--- src/rtl/mem_ctrl_pkg.sv ---
// Shared definitions for mem_ctrl: length codes, FSM state codes,
// bus owner codes and the byte-count width.
package mem_ctrl_pkg;

  // mem_len encodings (2'b11 behaves as a word)
  localparam logic [1:0] LEN_BYTE = 2'b00;
  localparam logic [1:0] LEN_HALF = 2'b01;
  localparam logic [1:0] LEN_WORD = 2'b10;

  // FSM state encoding
  localparam logic [1:0] ST_IDLE = 2'd0;
  localparam logic [1:0] ST_RUN  = 2'd1;
  localparam logic [1:0] ST_DONE = 2'd2;

  // Owner of the current access
  localparam logic OWN_IF   = 1'b0;
  localparam logic OWN_DATA = 1'b1;

  // Byte count / byte index width (holds 0..4)
  localparam int CNT_W = 3;
  typedef logic [CNT_W-1:0] cnt_t;

  // Number of bytes moved for a data access of the given length code
  function automatic cnt_t len2cnt(input logic [1:0] len);
    case (len)
      LEN_BYTE: len2cnt = cnt_t'(1);
      LEN_HALF: len2cnt = cnt_t'(2);
      default:  len2cnt = cnt_t'(4);
    endcase
  endfunction

endpackage

--- src/rtl/mem_ctrl_arb.sv ---
// Grant logic between the fetch port and the data port.
// Build option MEM_CTRL_FAIR_ARB_EN: round-robin on collisions using the
// last-grant history bit; otherwise the data port always has priority.
module mem_ctrl_arb
  import mem_ctrl_pkg::*;
(
  input  logic i_if_req,
  input  logic i_mem_req,
  input  logic i_last_if,   // 1 = previous grant went to the fetch port
  output logic o_gnt,
  output logic o_own
);

`ifdef MEM_CTRL_FAIR_ARB_EN
  // Collision goes to whichever port lost last time; lone requester wins
  always_comb begin
    o_gnt = i_if_req | i_mem_req;
    if (i_if_req && i_mem_req)
      o_own = i_last_if ? OWN_DATA : OWN_IF;
    else
      o_own = i_mem_req ? OWN_DATA : OWN_IF;
  end
`else
  // History is irrelevant with fixed priority
  logic w_unused_last;
  assign w_unused_last = i_last_if;

  // Fixed priority: data port beats fetch port
  always_comb begin
    o_gnt = i_if_req | i_mem_req;
    o_own = i_mem_req ? OWN_DATA : OWN_IF;
  end
`endif

endmodule

--- src/rtl/mem_ctrl.sv ---
// Byte-serial memory controller sharing one 8-bit RAM port between
// instruction fetch and data load/store. Multi-byte accesses are split into
// sequential byte cycles with 32-bit address wrap.
// Build option MEM_CTRL_FAIR_ARB_EN (evaluated inside mem_ctrl_arb).
module mem_ctrl
  import mem_ctrl_pkg::*;
(
  input  logic        clk,
  input  logic        rst,
  input  logic        i_if_req,
  input  logic [31:0] i_if_addr,
  output logic        o_if_done,
  output logic [31:0] o_if_data,
  input  logic        i_mem_req,
  input  logic        i_mem_we,
  input  logic [31:0] i_mem_addr,
  input  logic [1:0]  i_mem_len,
  input  logic [31:0] i_mem_wdata,
  output logic        o_mem_done,
  output logic [31:0] o_mem_rdata,
  output logic [31:0] o_ram_a,
  output logic        o_ram_wr,
  output logic [7:0]  o_ram_dout,
  input  logic [7:0]  i_ram_din,
  output logic        o_busy
);

  logic [1:0]  r_state;
  logic        r_own;
  logic        r_we;
  cnt_t        r_cnt;      // bytes in this access
  cnt_t        r_k;        // byte index currently on ram_a (reaches r_cnt on loads)
  logic [31:0] r_wdata;
  logic [31:0] r_buf;      // load assembly buffer
  logic        r_last_if;
  logic        r_if_done, r_mem_done;
  logic [31:0] r_if_data, r_mem_rdata;
  logic [31:0] r_ram_a;
  logic        r_ram_wr;
  logic [7:0]  r_ram_dout;

  logic        w_gnt, w_own;
  logic [31:0] w_buf_nxt;
  logic [7:0]  w_wbyte_nxt;

  mem_ctrl_arb u_arb (
    .i_if_req  (i_if_req),
    .i_mem_req (i_mem_req),
    .i_last_if (r_last_if),
    .o_gnt     (w_gnt),
    .o_own     (w_own)
  );

  // ram_din holds the byte addressed one cycle earlier, i.e. byte r_k-1
  always_comb begin
    w_buf_nxt = r_buf;
    if (!r_we) begin
      case (r_k)
        cnt_t'(1): w_buf_nxt[7:0]   = i_ram_din;
        cnt_t'(2): w_buf_nxt[15:8]  = i_ram_din;
        cnt_t'(3): w_buf_nxt[23:16] = i_ram_din;
        cnt_t'(4): w_buf_nxt[31:24] = i_ram_din;
        default:   w_buf_nxt = r_buf;
      endcase
    end
  end

  // Store byte for the next byte cycle
  always_comb begin
    case (r_k)
      cnt_t'(0): w_wbyte_nxt = r_wdata[15:8];
      cnt_t'(1): w_wbyte_nxt = r_wdata[23:16];
      cnt_t'(2): w_wbyte_nxt = r_wdata[31:24];
      default:   w_wbyte_nxt = 8'h00;
    endcase
  end

  // Access FSM: accept in IDLE, stream bytes in RUN, pulse done in DONE
  always_ff @(posedge clk) begin
    if (rst) begin
      r_state     <= ST_IDLE;
      r_own       <= OWN_IF;
      r_we        <= 1'b0;
      r_cnt       <= '0;
      r_k         <= '0;
      r_wdata     <= '0;
      r_buf       <= '0;
      r_last_if   <= 1'b1;
      r_if_done   <= 1'b0;
      r_mem_done  <= 1'b0;
      r_if_data   <= '0;
      r_mem_rdata <= '0;
      r_ram_a     <= '0;
      r_ram_wr    <= 1'b0;
      r_ram_dout  <= '0;
    end else begin
      r_if_done  <= 1'b0;
      r_mem_done <= 1'b0;
      case (r_state)
        ST_IDLE: begin
          if (w_gnt) begin
            r_state   <= ST_RUN;
            r_own     <= w_own;
            r_k       <= '0;
            r_buf     <= '0;
            r_last_if <= (w_own == OWN_IF);
            if (w_own == OWN_DATA) begin
              r_we       <= i_mem_we;
              r_cnt      <= len2cnt(i_mem_len);
              r_wdata    <= i_mem_wdata;
              r_ram_a    <= i_mem_addr;
              r_ram_wr   <= i_mem_we;
              r_ram_dout <= i_mem_we ? i_mem_wdata[7:0] : 8'h00;
            end else begin
              r_we       <= 1'b0;
              r_cnt      <= cnt_t'(4);
              r_wdata    <= '0;
              r_ram_a    <= i_if_addr;
              r_ram_wr   <= 1'b0;
              r_ram_dout <= 8'h00;
            end
          end
        end
        ST_RUN: begin
          r_buf <= w_buf_nxt;
          if ((r_we && r_k == r_cnt - cnt_t'(1)) || (!r_we && r_k == r_cnt)) begin
            // last store byte issued, or last load byte now on ram_din
            r_state    <= ST_DONE;
            r_ram_wr   <= 1'b0;
            r_ram_dout <= 8'h00;
            if (r_own == OWN_IF) begin
              r_if_done <= 1'b1;
              r_if_data <= w_buf_nxt;
            end else begin
              r_mem_done <= 1'b1;
              if (!r_we) r_mem_rdata <= w_buf_nxt;
            end
          end else if (r_k == r_cnt - cnt_t'(1)) begin
            // load: wait one cycle for the final byte, address held
            r_k <= r_k + cnt_t'(1);
          end else begin
            r_k     <= r_k + cnt_t'(1);
            r_ram_a <= r_ram_a + 32'd1;
            if (r_we) r_ram_dout <= w_wbyte_nxt;
          end
        end
        ST_DONE: r_state <= ST_IDLE;
        default: r_state <= ST_IDLE;
      endcase
    end
  end

  assign o_if_done   = r_if_done;
  assign o_if_data   = r_if_data;
  assign o_mem_done  = r_mem_done;
  assign o_mem_rdata = r_mem_rdata;
  assign o_ram_a     = r_ram_a;
  assign o_ram_wr    = r_ram_wr;
  assign o_ram_dout  = r_ram_dout;
  assign o_busy      = (r_state != ST_IDLE);

endmodule

--- config.mk ---
export PLATFORM = sky130hd
export DESIGN_NAME = mem_ctrl
export DESIGN_NICKNAME = d
export VERILOG_FILES = /design/src/rtl/mem_ctrl_pkg.sv /design/src/rtl/mem_ctrl_arb.sv /design/src/rtl/mem_ctrl.sv
export SDC_FILE = /design/constraint.sdc
export NUM_CORES = 1
export LEC_CHECK = 0
export CORE_MARGIN = 4
export CORE_UTILIZATION = 30
export CTS_BUF_LIST = sky130_fd_sc_hd__clkbuf_16
export CTS_CLUSTER_DIAMETER = 50
export DETAILED_ROUTE_END_ITERATION = 8
export PLACE_DENSITY_LB_ADDON = 0.1
export SLEW_MARGIN = 25
export SYNTH_ARGS = -nofsm -noshare
export SYNTH_HDL_FRONTEND = slang
export SYNTH_SLANG_ARGS = --single-unit
--- constraint.sdc ---
create_clock -name clk -period 2.8 [get_ports clk]
set_input_delay 0.7 -clock clk [delete_from_list [all_inputs] [get_ports clk]]
set_output_delay 0.7 -clock clk [all_outputs]
set_load 0.03 [all_outputs]
* Yosys cells after proc, flatten, opt, wreduce, memory -nomap -nowiden
Index checks and enable logic that the tools add are counted.
** Operators by class
- Add/subtract/negate cells :: 3
- Equality and inequality tests :: 14
- Muxes and demuxes :: 36
- Bitwise operators :: 5
- Reduce and logical (&&, ||, !) cells :: 19
** Operator list (count)
- $mux W32 :: 7
- $pmux W32 S2 :: 2
- $mux W8 :: 10
- $add A32 B1 Y32 const B :: 1
- $pmux W8 S3 :: 1
- $pmux W8 S2 :: 1
- $pmux W3 S2 :: 2
- $reduce_and A4 Y1 :: 3
- $mux W3 :: 3
- $reduce_and A3 Y1 :: 3
- $eq A3 B2 Y1 const B :: 2
- $eq A3 B3 Y1 :: 2
- $mux W1 :: 6
- $ne A2 B2 Y1 const B :: 3
- $ne A3 B3 Y1 const B :: 2
- $reduce_and A2 Y1 :: 3
- $eq A2 B1 Y1 const B :: 2
- $logic_not A2 Y1 :: 2
- $mux W2 :: 2
- $not A1 Y1 :: 4
- $pmux W2 S2 :: 1
- $reduce_bool A2 Y1 :: 2
- $add A3 B1 Y3 const B :: 1
- $eq A3 B1 Y1 const B :: 1
- other kinds (10) :: 11
** Storage, ports and cells
- Register bits after elaboration :: 181
- Bits of input ports :: 111
- Output and inout port bits :: 108
- Logic and storage cells :: 91

* Logic depth before layout (Yosys ltp)
- Word-level depth :: 6
- Gate-level depth with buffers :: 9
- Gate-level depth less buffers :: 7

* By module
From an unflattened synthesis, not the netlist that was laid out.
** Unflattened totals
- Cell total of the unflattened synthesis :: 947
- Area, all modules :: 8185.4 um^2
** By module, submodules not included
- mem_ctrl :: instances 1, cells each 945, area each 8171.6 um^2, seq. area each 3483.3 um^2
- mem_ctrl_arb :: instances 1, cells each 2, area each 13.8 um^2, seq. area each 0.0 um^2

* Least setup slack after synthesis
Ideal clock, no wire load.
- Path type :: reg2reg
- Start :: reg r_ram_a[0], in the netlist o_ram_a[0]
- End :: reg r_ram_a[30], in the netlist o_ram_a[30]
- Library setup time :: 0.133 ns
- Arrival time :: 2.103 ns
- Required time :: 2.667 ns
- Slack :: 0.564 ns
- Cell stages (with the launch flop) :: 7
- Buffers on the path :: 0
- Period minus slack after synthesis :: 2.236 ns
- Cells stage by stage :: dfxtp_1 ha_1 nand4_1 nor3_1 nand2_1 o311ai_0 a31oi_1
** Between the ends
- Longest elaborated chain between the ends :: 4
** RTL lines
- from (decl) :: RTL line mem_ctrl.sv:38 : logic [31:0] r_ram_a;
- from (signal assigned) :: RTL line mem_ctrl.sv:111 : r_ram_a <= i_mem_addr;
- from (signal assigned) :: RTL line mem_ctrl.sv:118 : r_ram_a <= i_if_addr;
- from (signal assigned) :: RTL line mem_ctrl.sv:143 : r_ram_a <= r_ram_a + 32'd1;
- $add A32 B1 Y32 :: RTL line mem_ctrl.sv:143
- $mux W32 :: RTL line mem_ctrl.sv:138 : end else if (r_k == r_cnt - cnt_t'(1)) begin
- $mux W32 :: RTL line mem_ctrl.sv:126 : if ((r_we && r_k == r_cnt - cnt_t'(1)) || (!r_we && r_k == r_cnt)) begin
- $pmux W32 S2 :: RTL line mem_ctrl.sv:99 : case (r_state)
No other way between the ends. The select of a mux whose other input is x is not followed.
A chain may end at the register's enable or synchronous reset.

* Worst setup path in the final report
- Start :: reg r_state[1]
- End :: out o_busy
** Between the ends
- Longest elaborated chain between the ends :: 1
** RTL lines
- from (decl) :: RTL line mem_ctrl.sv:28 : logic [1:0] r_state;
- from (signal assigned) :: RTL line mem_ctrl.sv:81 : r_state <= ST_IDLE;
- from (signal assigned) :: RTL line mem_ctrl.sv:102 : r_state <= ST_RUN;
- from (signal assigned) :: RTL line mem_ctrl.sv:128 : r_state <= ST_DONE;
- $reduce_bool A2 Y1 :: RTL line mem_ctrl.sv:160 : assign o_busy = (r_state != ST_IDLE);
- to (decl) :: RTL line mem_ctrl.sv:25 : output logic o_busy
No other way between the ends.

==> flow_summary.ini <==
[yosys]
ys_warn_count = 0
synth_edf_count = 0
avgSynthCellArea_sq_um = 8.69
netlist_instances = 923
synth_area_sq_um = 8030
seq_area_frac_synth_pct = 43.2
synth.ff_latch_count = 173
synth_nets = 1041
async_flop_share_pct = 0
synth_cell_types = 55
synth_ff_type = dfxtp_1

[place]
hpwl_mm = 17.4
gp_congestion = 0.786
place.port_buffers = 218
postPlaceCellArea_sq_um = 10600

[setup_path]
cp.required_ns = 2.10
slowest_stage = clkdlybuf4s50_1
worstPathArrival_ns = 1.74
crit_path_cell_trace = nor2_1 > inv_1 > clkdlybuf4s50_1
path_buf_inv = 2
startpoint_type = flop
critPathCaptureType = primary output
worstSetupPathType = flop to primary output
path_max_fanout = 5
cp_top_family = buffers and inverters
max_stage_delay_ns = 0.66

[detailed_routing]
antenna_left = 0
vias_per_cell = 5.12
num_vias = 7433
routedWlPerCell_microns = 17.4
drc = 0
drt-total-wl_mm = 25.2
drt_iter0_drc = 596
drt_first_pass_iters = 7

[clock_tree]
path_clk_slew_ns = 0.08
cts_buffer_depth = 2
clock-root-buffer = clkbuf_16
post_cts_buffers = 0
cts_tree = built
htree_num_levels = 4
cts_made_buffers = 17
clk_latency_ns = 0.43
hold_buffers = 0
cts.sinks = 173
postCtsResizedCells = 0

[pwr]
power_mw = 7.39
p_leak_nw = 3.89
power.density_nw_per_um2 = 661
ir_drop_mv = 0.343

[sta]
final.min_clock_period_ns = 2.44
tightest_slew_ns = 0.586
fin_tns_setup_ns = 0
fmax_mhz = 411
setup_viol = 0
fin_crit_sh_pct = 87.0
rsz0062_at_grt = false
relSlewSlack_pct = 60.7
slew_viol_final = 0
clock_skew_ns = 0.0189
final-hold-violation-count = 0
hold_slack_ns = 0.500

[grt]
grt_pass1_vias = 7201
grt_max_degree = 65
grt_usage_pct = 16.8
antenna_found_initial = 0
grt_remaining_overflow = 0
grt_pass1_wl_mm = 39.7

[die]
die_area_sq_um = 29400
core-area_sq_um = 26200
ios = 219
rows = 59
initial_core_util_pct = 30.6
dieWidth_microns = 172
die_h_microns = 172

[finish]
antenna_cells = 0
area_growth_pct = 39.4
stdcell_area_sq_um = 11200
n_fill_cell = 2600
fin_nets = 1222
utilization_pct = 42.7
drive_gt1_share_pct = 9.40

[run_status]
status = finished clean

[worst_hold_path]
min_path_type = flop to flop

[flow_run]
drv_cap = 0
## cells in the final DEF (no fill, tap or decap), types with 4 or more instances in the layout
master	count
clkdlybuf4s50_1	216
dfxtp_1	173
nor2_1	169
mux2i_1	61
a22oi_1	57
nand2_1	49
a21oi_1	46
a211oi_1	45
o21ai_0	33
a211oi_2	28
buf_4	20
nor3_1	19
clkbuf_16	17
nand3_1	14
nand4_1	13
inv_1	12
nand2b_1	10
nor4_1	9
o31ai_1	9
a311oi_1	9
a222oi_1	8
and3_1	8
ha_1	7
buf_12	7
a31oi_1	5
and2_1	5
clkinv_8	5
xor2_1	4
inv_8	4
## Yosys cell counts (3+ instances only)
cell type,count,area (sq um)
or3_1,3,18.8
nand3_1,14,70.1
a311oi_1,9,78.8
o21ai_0,33,165
a211oi_2,28,350
nand2_1,49,184
nor4_1,9,56.3
a31o_2,3,26.3
a31oi_1,5,31.3
a222oi_1,8,80.1
a21oi_1,46,230
ha_1,7,87.6
nand4_1,13,81.3
and2_1,5,31.3
o31ai_1,9,67.6
buf_4,3,22.5
buf_2,5,25.0
dfxtp_1,173,3460
xor2_1,4,35.0
buf_1,18,67.6
and3_1,9,56.3
a22oi_1,57,428
o21ai_1,4,20.0
mux2i_1,61,611
nand2b_1,11,68.8
mux2_2,3,33.8
nor3_1,19,95.1
inv_1,12,45.0
buf_6,3,33.8
a211oi_1,45,338
nor2_1,169,634
clkbuf_1,53,199
## per-stage QoR
step / std cells / worst slack, ns
after CTS: 1452 / 0.314
final: 1452 / 0.364
after floorplan: 923 / 0.564
after detailed placement: 1420 / 0.270
after global routing: 1452 / 0.273
after global placement: 1420 / 0.283
## per-layer routing
metal	wire (microns)	vias to the layer above	GRT usage, %
met5	0	-	0
met4	309	0	4.41
met3	1730	17	4.73
met2	11400	199	26.3
met1	11800	3474	22.9
li1	-	3743	-
## final timing paths
kind / from / slack (ns) / to / cells past startpoint
setup / recovery: r_state[1] / 0.36 / o_busy / 3
hold / removal: o_mem_rdata[13] / 0.50 / o_mem_rdata[13] / 2
setup reg to reg: r_k[1] / 0.46 / o_if_data[24] / 6
hold reg to reg: o_mem_rdata[13] / 0.50 / o_mem_rdata[13] / 2
## area by class of cell
cell class              instances  area (sq um)  area share [%]
clock inverters                15           174            1.55
clock buffers                  17           425            3.80
inverters                      12          45.0           0.403
repair buffers                245          2470            22.1
flip-flops and latches        173          3460            31.0
well taps                     335           419            3.75
multi-input cells             655          4190            37.5
## flip-flops by register name, indices dropped and copies added, names as in the netlist
register and flops:
r_buf 32, r_k 3, o_ram_dout 8, o_ram_wr 1
o_ram_a 32, r_we 1, o_if_data 32, r_wdata 24
r_own 1, r_state 2, o_if_done 1, o_mem_rdata 32
o_mem_done 1, r_cnt 3
## tightest hold or removal path, cell delays in order, from the launching register on
cell	delay [ns]
dfxtp_1	0.31
nor2_1	0.09
a211oi_1	0.05
## kinds of logic (layout without fill, tap and decap cells)
| family | count (synthesis) | count (layout) | synth area share [%] |
|---|---|---|---|
| buffers and inverters | 95 | 289 | 4.96 |
| DFF | 173 | 173 | 43.2 |
| AOI/OAI and AO/OA | 262 | 262 | 24.3 |
| adders and majority gates | 7 | 7 | 1.09 |
| xor gates and xnor gates | 5 | 5 | 0.717 |
| and+or+nand+nor | 317 | 317 | 17.8 |
| muxes | 64 | 64 | 8.03 |
## power by group
part	switching (mW)	total [mW]	internal, mW
sequential	0.212	2.91	2.70
clock	1.18	2.39	1.21
combinational	1.23	2.10	0.867
total	2.62	7.39	4.77
Power figures use the tool's default switching activity.
